===== config.mk =====
export PLATFORM = sky130hd
export DESIGN_NAME = imm_encoder
export DESIGN_NICKNAME = d
export VERILOG_FILES = /design/src/rtl/imm_encoder.sv
export SDC_FILE = /design/constraint.sdc
export NUM_CORES = 1
export LEC_CHECK = 0
export CORE_UTILIZATION = 35
export CTS_CLUSTER_DIAMETER = 150
export CTS_CLUSTER_SIZE = 8
export DETAILED_ROUTE_END_ITERATION = 10
export GPL_TIMING_DRIVEN = 1
export RECOVER_POWER = 50
export SETUP_SLACK_MARGIN = 0.2
export SYNTH_ARGS = -nofsm -noshare
export SYNTH_HDL_FRONTEND = slang
export SYNTH_SLANG_ARGS = --single-unit
export TNS_END_PERCENT = 30

===== constraint.sdc =====
create_clock -name clk -period 3.97 [get_ports clk]
set_input_delay 0.9925 -clock clk [delete_from_list [all_inputs] [get_ports clk]]
set_output_delay 0.9925 -clock clk [all_outputs]
set_load 0.01 [all_outputs]

===== src/rtl/imm_encoder.sv =====
// Pipelined RV32I immediate encoder: range-checks an immediate and scatters it
// into the immediate fields of a base instruction word, with valid/ready on both sides.
module imm_encoder #(
    parameter int unsigned CNT_W = 16
) (
    input  logic             clk,
    input  logic             rst,
    input  logic             flush,
    input  logic             in_valid,
    output logic             in_ready,
    input  logic [2:0]       op_type,
    input  logic [31:0]      imm,
    input  logic [31:0]      base,
    output logic             out_valid,
    input  logic             out_ready,
    output logic [31:0]      out_inst,
    output logic             out_err,
    output logic [CNT_W-1:0] err_count
);

    localparam int unsigned W = 32;

    localparam logic [2:0] OP_I = 3'd0;
    localparam logic [2:0] OP_S = 3'd2;
    localparam logic [2:0] OP_B = 3'd3;
    localparam logic [2:0] OP_U = 3'd4;
    localparam logic [2:0] OP_J = 3'd5;
    localparam logic [2:0] OP_R = 3'd6;

    logic           s1_valid;
    logic [2:0]     s1_op;
    logic [W-1:0]   s1_base;
    logic           s1_ok;
    logic [W-1:0]   s1_sh;

    logic           s2_valid;
    logic [W-1:0]   s2_inst;
    logic           s2_err;

    logic           s1_load;
    logic           s2_load;
    logic           legal_c;
    logic [W-1:0]   shuffled_c;
    logic [W-1:0]   mask_c;
    logic [W-1:0]   merged_c;
    logic signed [W-1:0] imm_s;

    // A stage loads when empty or when its content moves on this cycle.
    assign s2_load  = !s2_valid || out_ready;
    assign s1_load  = !s1_valid || s2_load;
    assign in_ready = s1_load;

    assign out_valid = s2_valid;
    assign out_inst  = s2_inst;
    assign out_err   = s2_err;

    assign imm_s = $signed(imm);

    // Range check and pre-shuffle of the immediate into instruction bit positions.
    always_comb begin
        legal_c    = 1'b0;
        shuffled_c = '0;
        case (op_type)
            OP_I: begin
                legal_c    = (imm_s >= -32'sd2048) && (imm_s <= 32'sd2047);
                shuffled_c = {imm[11:0], 20'b0};
            end
            OP_S: begin
                legal_c    = (imm_s >= -32'sd2048) && (imm_s <= 32'sd2047);
                shuffled_c = {imm[11:5], 13'b0, imm[4:0], 7'b0};
            end
            OP_B: begin
                legal_c    = (imm_s >= -32'sd4096) && (imm_s <= 32'sd4094) && !imm[0];
                shuffled_c = {imm[12], imm[10:5], 13'b0, imm[4:1], imm[11], 7'b0};
            end
            OP_U: begin
                legal_c    = (imm[11:0] == 12'b0);
                shuffled_c = {imm[31:12], 12'b0};
            end
            OP_J: begin
                legal_c    = (imm_s >= -32'sd1048576) && (imm_s <= 32'sd1048574) && !imm[0];
                shuffled_c = {imm[20], imm[10:1], imm[11], imm[19:12], 12'b0};
            end
            OP_R: begin
                legal_c    = 1'b1;
                shuffled_c = '0;
            end
            default: begin
                legal_c    = 1'b0;
                shuffled_c = '0;
            end
        endcase
    end

    // Immediate field mask for the format held in stage 1.
    always_comb begin
        mask_c = '0;
        case (s1_op)
            OP_I:       mask_c = 32'hFFF0_0000;
            OP_S, OP_B: mask_c = 32'hFE00_0F80;
            OP_U, OP_J: mask_c = 32'hFFFF_F000;
            default:    mask_c = '0;
        endcase
        merged_c = (s1_base & ~mask_c) | (s1_ok ? (s1_sh & mask_c) : '0);
    end

    always_ff @(posedge clk or posedge rst) begin
        if (rst) begin
            s1_valid <= 1'b0;
            s1_op    <= '0;
            s1_base  <= '0;
            s1_ok    <= 1'b0;
            s1_sh    <= '0;
        end else begin
            if (flush)        s1_valid <= 1'b0;
            else if (s1_load) s1_valid <= in_valid;
            if (s1_load && in_valid) begin
                s1_op   <= op_type;
                s1_base <= base;
                s1_ok   <= legal_c;
                s1_sh   <= shuffled_c;
            end
        end
    end

    always_ff @(posedge clk or posedge rst) begin
        if (rst) begin
            s2_valid <= 1'b0;
            s2_inst  <= '0;
            s2_err   <= 1'b0;
        end else begin
            if (flush)        s2_valid <= 1'b0;
            else if (s2_load) s2_valid <= s1_valid;
            if (s2_load && s1_valid) begin
                s2_inst <= merged_c;
                s2_err  <= !s1_ok;
            end
        end
    end

    // Saturating count of delivered error words; a word leaving during flush still counts.
    always_ff @(posedge clk or posedge rst) begin
        if (rst) begin
            err_count <= '0;
        end else if (s2_valid && out_ready && s2_err && (err_count != '1)) begin
            err_count <= err_count + CNT_W'(1);
        end
    end

endmodule

Word level (Yosys, flattened, before mapping)
Cells that the tools add are included.
- $add $sub $neg: 1
- $lt $le $gt $ge: 6
- equal/unequal tests: 10
- muxes and demuxes: 8
- bitwise logic cells: 4
- reduce and logical (&&, ||, !) cells: 24
- operator list (operator ; number):
    32-bit case mux with 5 select lines ; 1
    32-bit case mux with 3 select lines ; 1
    32-bit AND ; 2
    32-bit by 12-bit >= comparator with 1-bit output (second input constant) ; 1
    32-bit by 13-bit >= comparator with 1-bit output (second input constant) ; 1
    32-bit by 21-bit >= comparator with 1-bit output (second input constant) ; 1
    32-bit by 12-bit less-or-equal comparator with 1-bit output (second input constant) ; 1
    32-bit by 13-bit less-or-equal comparator with 1-bit output (second input constant) ; 1
    32-bit by 21-bit less-or-equal comparator with 1-bit output (second input constant) ; 1
    32-bit two-way mux ; 1
    32-bit NOT ; 1
    32-bit OR ; 1
    16-bit by 1-bit adder with 16-bit output (second input constant) ; 1
    16-bit != test (second input constant) ; 1
    3-bit equality test (second input constant) ; 5
    3-bit by 2-bit equality test with 1-bit output (second input constant) ; 4
    12-bit zero test ; 1
    1-bit logical AND ; 10
    3-bit zero test ; 2
    2-bit OR reduction ; 3
    1-bit case mux with 5 select lines ; 1
    1-bit zero test ; 4
    1-bit two-way mux ; 4
    2-bit nonzero test ; 2
    1-bit logical OR ; 2
- register bits after elaboration: 119
- bits of input ports: 72
- output and inout bits: 51
- word-level logic and storage cells: 62

Depth between registers and ports, before layout
Gate-level depths: netlist of the first run.
- depth after elaboration: 6
- gate-level depth with buffers: 8

Least setup slack after synthesis of the first run
OpenSTA, ideal clock, no wires.
- path kind: input port to flip-flop
- from: input out_ready
- to: register s1_base[10]
- data arrival time: 2231 ps
- required time: 3845 ps
- setup slack: 1614 ps
- cell stages on the path: 5
- path buffers: 2
- path through: nand3b_1 -> nand2_1 -> clkbuf_1 -> buf_2 -> mux2_2
- word-level cells in the longest chain between the ends: 3
- ends and longest elaborated chain (item ; RTL line ; RTL):
    start, declared ; 15 ; input logic out_ready,
    1-bit logical OR ; 49 ; assign s2_load = !s2_valid || out_ready;
    1-bit logical OR ; 50 ; assign s1_load = !s1_valid || s2_load;
    1-bit logical AND ; 117 ; if (s1_load && in_valid) begin
    end signal, assigned ; 119 ; s1_base <= base;
    end, declared ; 32 ; logic [W-1:0] s1_base;
Every way passes these cells.
A chain may end at the register's enable or synchronous reset.

Final worst setup path of the first run
- from: input out_ready
- to: output in_ready
- word-level cells in the longest chain between the ends: 2
- ends and longest elaborated chain (item ; RTL line ; RTL):
    1-bit logical OR ; 49 ;
    1-bit logical OR ; 50 ;
    end, declared ; 10 ; output logic in_ready,
Every way passes these cells.

==> impl_metrics.csv, run 1 <==
group,metric,value,unit
critical_path,worstRegToRegCells,4,
synthesis,seq_area_frac_synth,54.6,%
clocking,cts_max_level,3,
synthesis,synth_warnings,0,
status,violations,"max-capacitance violations, max-slew violations",
critical_path,startpoint_type,"input pin",
synthesis,synthXorXnorAreaFrac,2.56,%
final_layout,seq_area,0.00280,mm^2
grt,grt_max_degree,61,
hold_path,min_path_cells,2,
sta,finalCriticalPeriod,3.35,ns
final_layout,num-fill-cells,1335,
floorplanning,num_rows,43,
clocking,cts_inserted_buffers,9,
drt,routed_wl,12.8,mm
drt,drtIter0Drc,269,
sta,worstMarginPinSlew,1.88,ns
synthesis,yosys.area.top_type,"dfrtp_1",
grt,grt_pass1_vias,4042,
floorplanning,die_area,0.0152,mm^2
sta,fmax,299,MHz
placement,io_buffers,122,
sta,maxSlewViolCount,44,
drt,ant_nets,0,
clocking,ctsRootBufferMaster,"clkbuf_16",
grt,grt_pass1_wl,20.6,mm
synthesis,synthAdderAreaFrac,0.244,%
critical_path,startpoint,"out_ready",
synthesis,syn_avg_cell_area,10.3,um^2
critical_path,cp.required,2.98,ns
synthesis,synth_top_family_by_area,"simple AND/OR/NAND/NOR gates",
final_layout,area_growth,32.7,%
status,status,"finished with violations",
sta,rsz0062_at_grt,"no",
final_layout,num_antenna_cells,0,
sta,finClkSkew,0.00938,ns
synthesis,ys_async_sr_fraction,100,%
drt,detailedRoute.firstPassIterationCount,6,
synthesis,ys_top_cells_by_count,"dfrtp_1, nand2_1, o21ai_0",
synthesis,synth-edff-count,0,
drt,wl_per_cell,16.0,um
clocking,cts-resized-gates,0,
hold_path,hold_class,"reg2reg",
critical_path,cp.arrival,2.36,ns
clocking,worstSkewPairLatency,0.35,ns
sta,hold_viol_final,0,
drt,drc,0,
final_layout,final_core_util,48.4,%
power,ir_worst_vdd,0.223,mV
clocking,clock-sinks,112,
critical_path,r2r-end,"out_inst[20]",
synthesis,synth.most_common_cell,"dfrtp_1",
sta,relSlewSlack,-26.0,%
clocking,postCtsSetupBuffers,0,
floorplanning,die_w,123,um
synthesis,synth_top_area_share,54.6,%
drt,viasPerCell,5.19,
synthesis,synth_compound_area_share,11.9,%
synthesis,muxShareOfSynthArea,10.6,%
power,power_leakage,2.87,nW
synthesis,ys_ff_latch,112,
sta,totalNegativeSetupSlack,0,ns
critical_path,r2r_slack,1.80,ns
synthesis,synthDistinctLibCells,42,
drt,vias,4137,
floorplanning,io_pins,123,
synthesis,syn_inst,499,
critical_path,crit_type,"in2out",
synthesis,ys_top_cells_by_area,"dfrtp_1, mux2_2, nand2_1",
synthesis,synthSimpleGateAreaFrac,16.8,%
critical_path,cp_max_fo,4,
critical_path,rr_startpoint,"out_valid",
final_layout,num-nets-final,685,
clocking,cts_hold_buf,0,
clocking,cts_tree,"built",
synthesis,synth_area,0.00514,mm^2
sta,finalCritPeriodShare,84.4,%
sta,finalSetupViolations,0,
critical_path,worst_setup_path_end_kind,"primary output",
grt,grt_usage,17.6,%
synthesis,synth_fp_nets,572,
job,cap_violations,1,
floorplanning,core_area,0.0141,mm^2
synthesis,ys.flop_type,"dfrtp_1",
placement,gp_congestion,0.868,
floorplanning,die_h,123,um
clocking,clkTransAtPathRegs,0.07,ns
grt,overflow,0,
critical_path,worstSetupEndpoint,"in_ready",
placement,hpwlAfterDp,9.43,mm
power,power_density,425,mW/mm^2
floorplanning,initial_core_util,36.4,%
final_layout,multi_input_area,0.00216,mm^2
final_layout,design_area,0.00682,mm^2
placement,placed_area,0.00656,mm^2
clocking,clockBufferDepth,2,
final_layout,drive_gt1_share,11.0,%
grt,antenna_found_initial,0,
==> how the worst min path moves through the flow <==
stage / start / to / slack, ns
CTS: s1_sh[17] / s1_sh[17] / 0.48
floorplan: s1_sh[7] / s1_sh[7] / 0.44
finish: s1_sh[19] / s1_sh[19] / 0.48
global placement: s1_sh[16] / s1_sh[16] / 0.46
detailed placement: s1_sh[12] / s1_sh[12] / 0.47
global route: s1_sh[9] / s1_sh[9] / 0.50
==> report_power, final <==
group          internal [mW]  switching, mW
clock network          0.509          0.413
logic                  0.328          0.266
registers               1.28          0.101
==> cells by family after synthesis <==
family / count (synthesis)
simple gates: 173
flops: 112
compound gates: 108
mux: 49
buf+inv: 41
xor+xnor: 15
fa+ha+maj: 1
==> metrics by stage <==
stage               total power, mW  hold WS (ns)  setup WS (ns)  cells
floorplan                      1.67         0.441           1.61    499
global placement               2.00         0.456          0.633    781
global route                   3.05         0.501          0.370    797
CTS                            2.95         0.480          0.614    797
detailed placement             2.01         0.465          0.631    781
finish                         2.90         0.476          0.621    797
==> state kept, by name (all words and copies together), names as in the netlist <==
signal,flops
s1_op,3
out_err,1
out_valid,1
s1_ok,1
s1_valid,1
out_inst,32
s1_base,32
err_count,16
s1_sh,25
==> placed cells by master (no fill, tap or decap), drive strengths merged, types with 6 or more instances in the layout <==
cell           instances
nor3b                  7
buf                    6
o21ai                 53
nand3                 16
xnor2                  8
a31oi                 13
nor3                  10
clkdlybuf4s50        120
dfrtp                112
nand4                 11
clkbuf                15
nand2                 70
a21oi                 23
inv                    8
nor2                  16
mux2i                  7
nor4                  10
and3                  14
mux2                  42
nor2b                  9
xor2                   7
a22oi                  7
==> worst max-delay path: stages <==
cell             delay [ns]
dlygate4sd3_1          0.61
nand3b_1               0.18
clkdlybuf4s50_1        0.58
==> layer usage <==
metal  part of all wire (%)  track usage [%]  up-vias
li1                       -                -     2004
met1                     49             25.5     1993
met2                     45             26.5      122
met3                    4.2             2.77       18
met4                    1.8             6.63        0
met5                      0                0        -
==> layout make-up <==
class | instances | share of cell area [%]
clock buffers | 10 | 3.50
clock inverters | 6 | 1.01
inverters | 10 | 0.569
multi-input cells | 346 | 31.7
flip-flops and latches | 112 | 41.1
well taps | 180 | 3.30
repair buffers | 133 | 18.9
No activity file was read; power rests on OpenSTA's default activity.
==> run 2: changes to the inputs <==
==> constraint.sdc (replaced) <==
create_clock -name clk -period 2.7 [get_ports clk]
set_input_delay 0.675 -clock clk [delete_from_list [all_inputs] [get_ports clk]]
set_output_delay 0.675 -clock clk [all_outputs]
set_load 0.01 [all_outputs]
==> impl_metrics.csv, run 2 (synthesis results as in run 1) <==
group,metric,value,unit
drt,ant_nets,0,
critical_path,worst_setup_path_end_kind,"primary output",
drt,viasPerCell,5.10,
grt,grt_max_degree,46,
placement,placed_area,0.00664,mm^2
final_layout,design_area,0.00696,mm^2
power,p_int,3.30,mW
sta,finalSetupViolations,0,
power,ir_worst_vdd,0.356,mV
floorplanning,initial_core_util,36.4,%
sta,finalCritPeriodShare,88.2,%
critical_path,startpoint,"out_ready",
grt,grt_pass1_vias,4028,
critical_path,crit_chain,"dlygate4sd3_1, nand3b_1, dlygate4sd2_1",
critical_path,worstRegToRegCells,5,
drt,vias,4102,
clocking,clock-sinks,112,
clocking,cts_tree,"built",
final_layout,drive_gt1_share,12.8,%
critical_path,crit_type,"in2out",
final_layout,area_growth,35.5,%
clocking,postCtsSetupBuffers,0,
clocking,clockBufferDepth,2,
final_layout,final_cell_mix,"clkdlybuf4s50_1, dfrtp_1, nand2_1",
critical_path,cp_max_fo,2,
placement,hpwlAfterDp,9.58,mm
power,switching_share,25.9,%
final_layout,num_antenna_cells,0,
status,status,"finished with violations",
power,power_leakage,2.94,nW
final_layout,num-nets-final,692,
placement,io_buffers,122,
sta,finalCriticalPeriod,2.38,ns
sta,worstMarginPinSlew,1.54,ns
drt,drc,0,
clocking,cts_inserted_buffers,9,
placement,gp_congestion,0.847,
floorplanning,num_rows,43,
critical_path,rr_startpoint,"err_count[0]",
grt,overflow,0,
power,comb_power_share,20.4,%
sta,rsz0062_at_grt,"no",
sta,relSlewSlack,-3.52,%
sta,timing.hold.ws,0.473,ns
power,switching_power,1.15,mW
critical_path,worst_path_max_delay_cell,"dlygate4sd3_1",
clocking,cts-resized-gates,1,
clocking,cts_max_level,3,
clocking,clkTransAtPathRegs,0.07,ns
final_layout,mostFrequentLayoutCell,"clkdlybuf4s50_1",
clocking,ctsRootBufferMaster,"clkbuf_16",
drt,routed_wl,12.9,mm
critical_path,max_stage_delay,0.55,ns
power,power_density,639,mW/mm^2
final_layout,final_core_util,49.4,%
critical_path,cp.required,2.03,ns
sta,totalNegativeSetupSlack,0,ns
critical_path,cp.arrival,1.71,ns
sta,fmax,420,MHz
sta,hold_viol_final,0,
floorplanning,die_w,123,um
grt,grt_pass1_wl,20.6,mm
floorplanning,die_h,123,um
power,pwr-share-clk,34.1,%
clocking,worstSkewPairLatency,0.35,ns
power,pwr-share-seq,45.5,%
drt,drtIter0Drc,233,
floorplanning,die_area,0.0152,mm^2
grt,grt_usage,17.7,%
sta,finClkSkew,0.00616,ns
critical_path,r2r_slack,0.69,ns
grt,antenna_found_initial,0,
job,cap_violations,1,
floorplanning,core_area,0.0141,mm^2
clocking,cts_hold_buf,0,
status,violations,"max-capacitance violations, max-slew violations",
critical_path,r2r-end,"err_count[1]",
drt,detailedRoute.firstPassIterationCount,5,
hold_path,hold_class,"reg2reg",
critical_path,startpoint_type,"input pin",
sta,maxSlewViolCount,31,
critical_path,worstSetupEndpoint,"in_ready",
floorplanning,io_pins,123,
drt,wl_per_cell,16.0,um
run 2: final cells by class:
| type | count | area (um^2) |
|---|---|---|
| fillers | 1298 | 7130 |
| flip-flops and latches | 112 | 2800 |
| multi-input cells | 346 | 2170 |
| repair buffers | 140 | 1380 |
| clock buffers | 9 | 225 |
| well taps | 180 | 225 |
| clock inverters | 7 | 120 |
| inverters | 10 | 38.8 |
run 2: metal layers:
layer | vias up | global-route usage (%) | share of wire [%]
li1 | 2011 | - | -
met3 | 18 | 2.40 | 4.7
met1 | 1965 | 26.4 | 49
met4 | 0 | 7.38 | 1.9
met5 | - | 0 | 0
met2 | 108 | 25.7 | 44
run 2: worst min-delay path by stage:
stage,startpoint,endpoint,cells past startpoint
3_5_place_dp,s1_sh[13],s1_sh[13],2
2_1_floorplan,s1_sh[7],s1_sh[7],2
5_1_grt,s1_sh[19],s1_sh[19],2
6_report,s1_sh[13],s1_sh[13],2
3_3_place_gp,s1_sh[12],s1_sh[12],2
4_1_cts,s1_sh[13],s1_sh[13],2
run 2: worst max-delay path, delay by kind of cell:
family	cells	cell delay (ns)
buf+inv	2	0.86
simple gates	1	0.18
run 2: power groups by stage:
| stage | registers [mW] | clock network [mW] | logic, mW |
|---|---|---|---|
| after CTS | 2.03 | 1.55 | 0.920 |
| after floorplan | 2.08 | 0 | 0.375 |
| after global routing | 2.05 | 1.61 | 0.993 |
| final | 2.03 | 1.52 | 0.906 |
| after global placement | 2.05 | 0 | 0.907 |
| after detailed placement | 2.06 | 0 | 0.917 |
run 2: stage by stage:
| stage | total power, mW | std cells | setup slack, ns |
|---|---|---|---|
| 2_1_floorplan | 2.46 | 499 | 0.662 |
| 3_3_place_gp | 2.95 | 788 | 0.167 |
| 3_5_place_dp | 2.98 | 788 | 0.176 |
| 4_1_cts | 4.50 | 804 | 0.430 |
| 5_1_grt | 4.66 | 804 | 0.190 |
| 6_report | 4.45 | 804 | 0.318 |
